[src/rtl/sr_latch_pkg.sv]
// Shared types and next-state rule for the clocked set/reset storage bank.
package sr_latch_pkg;

    typedef enum logic [1:0] {
        MODE_HOLD    = 2'd0,
        MODE_SET_DOM = 2'd1,
        MODE_RST_DOM = 2'd2,
        MODE_TOGGLE  = 2'd3
    } mode_e;

    // Next stored value of one cell; the S=R=1 case is resolved by mode instead of going X.
    function automatic logic sr_next(input logic q, input logic s, input logic r, input mode_e mode);
        logic nxt;
        nxt = q;
        case ({s, r})
            2'b00: nxt = q;
            2'b01: nxt = 1'b0;
            2'b10: nxt = 1'b1;
            2'b11: begin
                case (mode)
                    MODE_HOLD:    nxt = q;
                    MODE_SET_DOM: nxt = 1'b1;
                    MODE_RST_DOM: nxt = 1'b0;
                    MODE_TOGGLE:  nxt = ~q;
                    default:      nxt = q;
                endcase
            end
            default: nxt = q;
        endcase
        return nxt;
    endfunction

endpackage

[src/rtl/sr_cell.sv]
// One channel of the bank: the stored bit plus its sticky conflict flag.
module sr_cell
    import sr_latch_pkg::*;
(
    input  logic  clk,
    input  logic  rst,
    input  logic  en,
    input  logic  s,
    input  logic  r,
    input  mode_e mode,
    input  logic  clr_conf,
    input  logic  rst_val,
    output logic  q,
    output logic  q_next,
    output logic  conf_flag
);

    logic conflict;

    assign conflict = en & s & r;
    assign q_next   = en ? sr_next(q, s, r, mode) : q;

    // A clear in the same cycle as a conflict still leaves this cycle's conflict recorded.
    always_ff @(posedge clk) begin
        if (rst) begin
            q         <= rst_val;
            conf_flag <= 1'b0;
        end else begin
            q <= q_next;
            if (clr_conf)
                conf_flag <= conflict;
            else if (conflict)
                conf_flag <= 1'b1;
        end
    end

endmodule

[src/rtl/sr_latch_bank.sv]
// Bank of CH clocked set/reset cells with selectable conflict policy, sticky conflict
// flags, a saturating conflict-cycle counter and a registered change pulse.
module sr_latch_bank
    import sr_latch_pkg::*;
#(
    parameter int             CH      = 8,
    parameter int             CNT_W   = 8,
    parameter logic [CH-1:0]  RST_VAL = {CH{1'b0}}
) (
    input  logic             clk,
    input  logic             rst,
    input  logic             en,
    input  logic [CH-1:0]    s,
    input  logic [CH-1:0]    r,
    input  logic [1:0]       mode,
    input  logic             clr_conf,
    output logic [CH-1:0]    q,
    output logic [CH-1:0]    qn,
    output logic [CH-1:0]    conf_flag,
    output logic [CNT_W-1:0] conf_cnt,
    output logic             chg
);

    localparam logic [CNT_W-1:0] CNT_MAX = {CNT_W{1'b1}};

    logic [CH-1:0] q_next;
    logic          any_conflict;

    assign any_conflict = en & (|(s & r));
    assign qn           = ~q;

    for (genvar i = 0; i < CH; i++) begin : g_cell
        sr_cell u_cell (
            .clk       (clk),
            .rst       (rst),
            .en        (en),
            .s         (s[i]),
            .r         (r[i]),
            .mode      (mode_e'(mode)),
            .clr_conf  (clr_conf),
            .rst_val   (RST_VAL[i]),
            .q         (q[i]),
            .q_next    (q_next[i]),
            .conf_flag (conf_flag[i])
        );
    end

    // Counts cycles with any conflict, not conflicting channels; sticks at all-ones.
    always_ff @(posedge clk) begin
        if (rst) begin
            conf_cnt <= '0;
            chg      <= 1'b0;
        end else begin
            chg <= (q_next != q);
            if (clr_conf)
                conf_cnt <= any_conflict ? CNT_W'(1) : '0;
            else if (any_conflict && conf_cnt != CNT_MAX)
                conf_cnt <= conf_cnt + CNT_W'(1);
        end
    end

endmodule

[config.mk]
export PLATFORM = sky130hd
export DESIGN_NAME = sr_latch_bank
export DESIGN_NICKNAME = d
export VERILOG_FILES = /design/src/rtl/sr_latch_pkg.sv /design/src/rtl/sr_cell.sv /design/src/rtl/sr_latch_bank.sv
export SDC_FILE = /design/constraint.sdc
export NUM_CORES = 1
export LEC_CHECK = 0
export ABC_CLOCK_PERIOD_IN_PS = 2100
export BUFFER_PORTS_ARGS = -buffer_cell sky130_fd_sc_hd__buf_2
export CAP_MARGIN = 20
export CORE_MARGIN = 4
export CORE_UTILIZATION = 45
export CTS_CLUSTER_SIZE = 28
export DETAILED_ROUTE_END_ITERATION = 12
export PLACE_DENSITY = 0.73
export SYNTH_ARGS = -nofsm -noshare
export SYNTH_HDL_FRONTEND = slang
export SYNTH_SLANG_ARGS = --single-unit
export TNS_END_PERCENT = 100
[constraint.sdc]
create_clock -name clk -period 2.1 [get_ports clk]
set_input_delay 0.42 -clock clk [delete_from_list [all_inputs] [get_ports clk]]
set_output_delay 0.42 -clock clk [all_outputs]
set_load 0.01 [all_outputs]
# Yosys cells after proc, flatten, opt, wreduce, memory -nomap -nowiden
# Index checks and enable logic that the tools add are counted.
[word_totals] regBits=25 elab_cells=138
[op_classes] addsub=1 n_eq_ne=29 mux=43 bitwise=27 reduce_logical=20
[ops] op="case mux 1 bit (4 select lines)" count=16
[ops] op="== test 2 bit, second input constant" count=18
[ops] op="two-way mux 1 bit" count=25
[ops] op="== test 2 x 1 -> 1 bit, second input constant" count=9
[ops] op="zero test 2 bit" count=9
[ops] op="nonzero test 2 bit" count=9
[ops] op="bitwise AND 1 bit" count=17
[ops] op="two-way mux 8 bit" count=2
[ops] op="adder 8 x 1 -> 8 bit, second input constant" count=1
[ops] op="bitwise AND 8 bit" count=1
[ops] op="!= test 8 bit" count=1
[ops] op="!= test 8 bit, second input constant" count=1
[ops] op="inverter 1 bit" count=8
[ops] op="inverter 8 bit" count=1
[ops] op="OR reduction 8 bit" count=1
[ops] op="logical AND 1 bit" count=1

# Longest topological paths before layout
[logic_depth] ltp_word=6 mapped_depth=6 mapped_depth_nobuf=5

# Hierarchy
# Synthesis repeated with hierarchy kept, for this count alone.
[unflattened] hier_cells=180 hier_area_um2=1501.4
[modules_own_cells] mod="sr_cell" instances=8 cells_each=13 area_each_um2=107.6 seq_area_each_um2=40.0
[modules_own_cells] mod="sr_latch_bank" instances=1 cells_each=76 area_each_um2=640.6 seq_area_each_um2=180.2

# Worst setup path before layout
# Ideal clock, no wire load.
[synth_path] kind="reg-to-reg" from="register conf_cnt[0]" to="register conf_cnt[5]" setup_ns=0.123 arrival_ns=1.439 required_time_ns=1.977 slack_ns=0.538 path_stages_with_launch=7 n_path_buf=1 period_less_slack_ns=1.562 path_cell_list="dfxtp_1 > ha_1 > and4_1 > buf_6 > nor2_2 > nand4_1 > mux2_1"
[synth_via] elab_chain_cells=3 elab_cells_between_ends=6 classes_between="add/sub (1); eq/ne (1); mux (2); reduce/logical (2)"
[synth_lines] element="start: declaration" line="sr_latch_bank.sv:20" rtl="output logic [CNT_W-1:0] conf_cnt,"
[synth_lines] element="start signal: assignment" line="sr_latch_bank.sv:56" rtl="conf_cnt <= any_conflict ? CNT_W'(1) : '0;"
[synth_lines] element="start signal: assignment" line="sr_latch_bank.sv:58" rtl="conf_cnt <= conf_cnt + CNT_W'(1);"
[synth_lines] element="adder 8 x 1 -> 8 bit / != test 8 bit (equally long branches)" line="sr_latch_bank.sv:58, sr_latch_bank.sv:57"
[synth_lines] element="two-way mux 8 bit / logical AND 1 bit (equally long branches)" line="sr_latch_bank.sv:57" rtl="else if (any_conflict && conf_cnt != CNT_MAX)"
[synth_lines] element="two-way mux 8 bit / nonzero test 2 bit (equally long branches)"
# Parallel ways exist; a longest one is shown, timed or not. The select of a mux whose other input is x is not followed.
# A chain may end at the register's enable or synchronous reset.

# Final worst setup path
# Same ends and word-level chain as after synthesis.

==> impl_results.md <==
- Largest net degree at the start of global routing: 23
- Synthesized instance count: 204
- Detailed-route via count: 1597
- Clk pin slew, worst setup/hold paths: 150 ps
- Layout cells sized above 1: 27.8%
- Vias in the first global route: 1406
- Max-slew violation count: 0
- Die X: 67.2 µm
- Initial antenna violation count: 0
- Cell count after placement: 283
- R2R Setup Slk: 530 ps
- Layout Area Growth over Synthesis: 12.9%
- Worst setup startpoint: conf_cnt[0]
- Post-synth EDFFs: 0
- # port buffers: 54
- Seq cells post-synth: 25
- Setup Fix Bufs, Post-CTS: 0
- Most frequent cell after synthesis: dfxtp_1
- Pre-Repair DR Iteration Count: 4
- Placer Congestion: 0.833
- Remaining global-route overflow: 0
- Pwr Density: 524 nW/µm²
- DR vias/cell: 5.56
- Seq/Total Area, Yosys: 31.7%
- Final WS setup: 529 ps
- Post-DP HPWL: 2950 µm
- Total CTS buffers: 3
- Synth Cell Area: 1580 µm²
- NumNets Final: 265
- Post-synth top area share: 31.7%
- NetSw: 0.000290 W
- Area contributors post-synth: dfxtp_1 32%, buf_4 7.6%, nor2_1 5.7%
- Root Driver: clkbuf_4
- Clk pwr share: 24.1%
- Unrepaired setup endpoints after global routing: false
- H-tree levels: 1
- Die area: 4520 µm²
- Min cycle time layout: 1570 ps
- LEAKAGE: 0.750 nW
- CTS tree: built
- Core footprint: 3360 µm²
- Setup violations, final: 0
- Layout Utilization: 53.0%
- RR Endpoint: conf_cnt[5]
- Seq pwr share: 54.9%
- Sw frac: 31.0%
- Worst-case reg-to-reg path depth: 5
- Largest area contributor in the netlist: dfxtp_1
- Final Hold Viols: 0
- WP data required: 2330 ps
- Worst Tran Pin Value: 575 ps
- Routed Antenna Nets: 0
- Combinational cell fraction of total power: 21.0%
- Worst slew margin: 61.5%
- Internal Pwr Total: 0.000645 W
- Dominant synthesized flop cell: dfxtp_1
- Fmax achieved: 0.636 GHz
- Worst setup path endpoint: conf_cnt[5]
- Post-synth top cells: 25 x dfxtp_1, 24 x nor2_1, 21 x nand2_1, 17 x inv_1
- DR WL/cell: 14.0 µm
- CP Data Arrival Time: 1800 ps
- Residual DRC: 0
- Min-Delay Path Class: input port to register
- Post-CTS Resized: 0
- Hold_buf cts: 0
- Status: finished clean
- Period Utilization, post-route: 74.8%
- Critical path capture point type: register
- Reg2Reg Launch Point: conf_cnt[0]
- IO Pins: 55
- Syn_nets: 227
- Unique masters post-synth: 49
- Die Height: 67.2 µm
- Max Buffers Root-to-Sink: 2
- Yosys warnings: 0
- Initial Utilization: 46.9%
- Worst clock skew: 7.85 ps
- Async S/R FF share, synth: 0%
- Row Count: 21
- Gr usage total: 18.3%
- Crit path kind: register to register
- Worst-Skew Late Latency: 330 ps
- Total negative setup slack: 0 ps
- Mapped Avg Cell Area: 7.73 µm²
- Total Wirelength: 4010 µm
- Post-Layout Cell Count: 287
- Critical Path Start Type: register
- # clock sinks: 25
- Pre-CTS WS: 433 ps
- Starting DRT DRC Count: 120
- Maximum vdd drop: 0.432 mV
- Max Cap Viol: 0
- First-pass GRT wire length: 6420 µm
- CP max FO: 7
- Antenna cells: 0
==> how the worst min path moves through the flow <==
stage,from,to,depth (start not counted)
global route,r[5],g_cell[5].u_cell.q,2
finish,r[6],g_cell[6].u_cell.q,2
CTS,r[6],g_cell[6].u_cell.q,2
floorplan,g_cell[0].u_cell.conf_flag,g_cell[0].u_cell.conf_flag,2
detailed placement,g_cell[4].u_cell.conf_flag,g_cell[4].u_cell.conf_flag,2
global placement,g_cell[7].u_cell.conf_flag,g_cell[7].u_cell.conf_flag,2
==> per-layer routing <==
layer  GRT usage [%]  routed length [µm]  vias up  part of all wire (%)
met5               0                   0        -                     0
met4            6.33                  49        0                   1.2
met3            4.99                 334        6                   8.3
met2            29.1                1810       71                    45
met1            23.8                1810      727                    45
li1                -                   -      793                     -
==> registers in the layout, indices dropped and copies added (netlist names) <==
signal and count:
conf_cnt 8, g_cell.u_cell.conf_flag 8, g_cell.u_cell.q 8, chg 1
==> kinds of logic (layout without fill, tap and decap cells) <==
logic type / Yosys count / count (layout) / share of synthesized area [%]
AND/OR/NAND/NOR: 71 / 71 / 22.9
AO/OA/AOI/OAI: 61 / 61 / 26.7
buffers and inverters: 42 / 79 / 15.5
flip-flops: 25 / 25 / 31.7
XOR/XNOR: 3 / 3 / 1.67
adder cells (fa/ha/maj): 1 / 1 / 0.793
multiplexers: 1 / 1 / 0.714
==> power by group through the flow <==
stage	registers, W	clock network [W]	logic [W]
floorplan	0.000520	0	0.000131
global placement	0.000523	0	0.000192
detailed placement	0.000523	0	0.000194
CTS	0.000513	0.000239	0.000195
global route	0.000517	0.000253	0.000218
finish	0.000513	0.000225	0.000196
==> layout make-up <==
class                           count  area [µm²]
Clock buffer                        3        22.5
Fill cell                         368        1580
Clock inverter                      1        7.51
Tap cell                           46        57.6
Multi-Input combinational cell    137         833
Timing Repair Buffer               57         293
Inverter                           18        67.6
Sequential cell                    25         500
==> critical path, stage by stage (launching register included) <==
cell and delay, ps:
dfxtp_1 480, ha_1 280, and4_1 250, nor2_2 50, nand4_1 100, mux2_1 320
==> per-stage QoR <==
step                      power (W)  area [µm²]  hold slack (ps)
final                      0.000934        1780              323
after global routing       0.000988        1780              323
after CTS                  0.000947        1780              308
after detailed placement   0.000717        1750              471
after global placement     0.000715        1750              473
after floorplan            0.000651        1580              455
==> placed cells by master (no fill, tap or decap), drive strengths merged, types with 2 or more instances in the layout <==
cell,n
a32oi,7
nor3b,3
a211oi,2
nand2,21
nor2b,4
nor2,25
o211ai,4
inv,17
nor3,3
a21oi,16
buf,57
a2bb2oi,2
nand2b,2
a2111oi,7
nand4,2
nand3,2
dfxtp,25
and4,3
o21ai,9
xnor2,3
clkbuf,3
a22oi,4
Note: power is estimated with default switching activity, not from simulation.
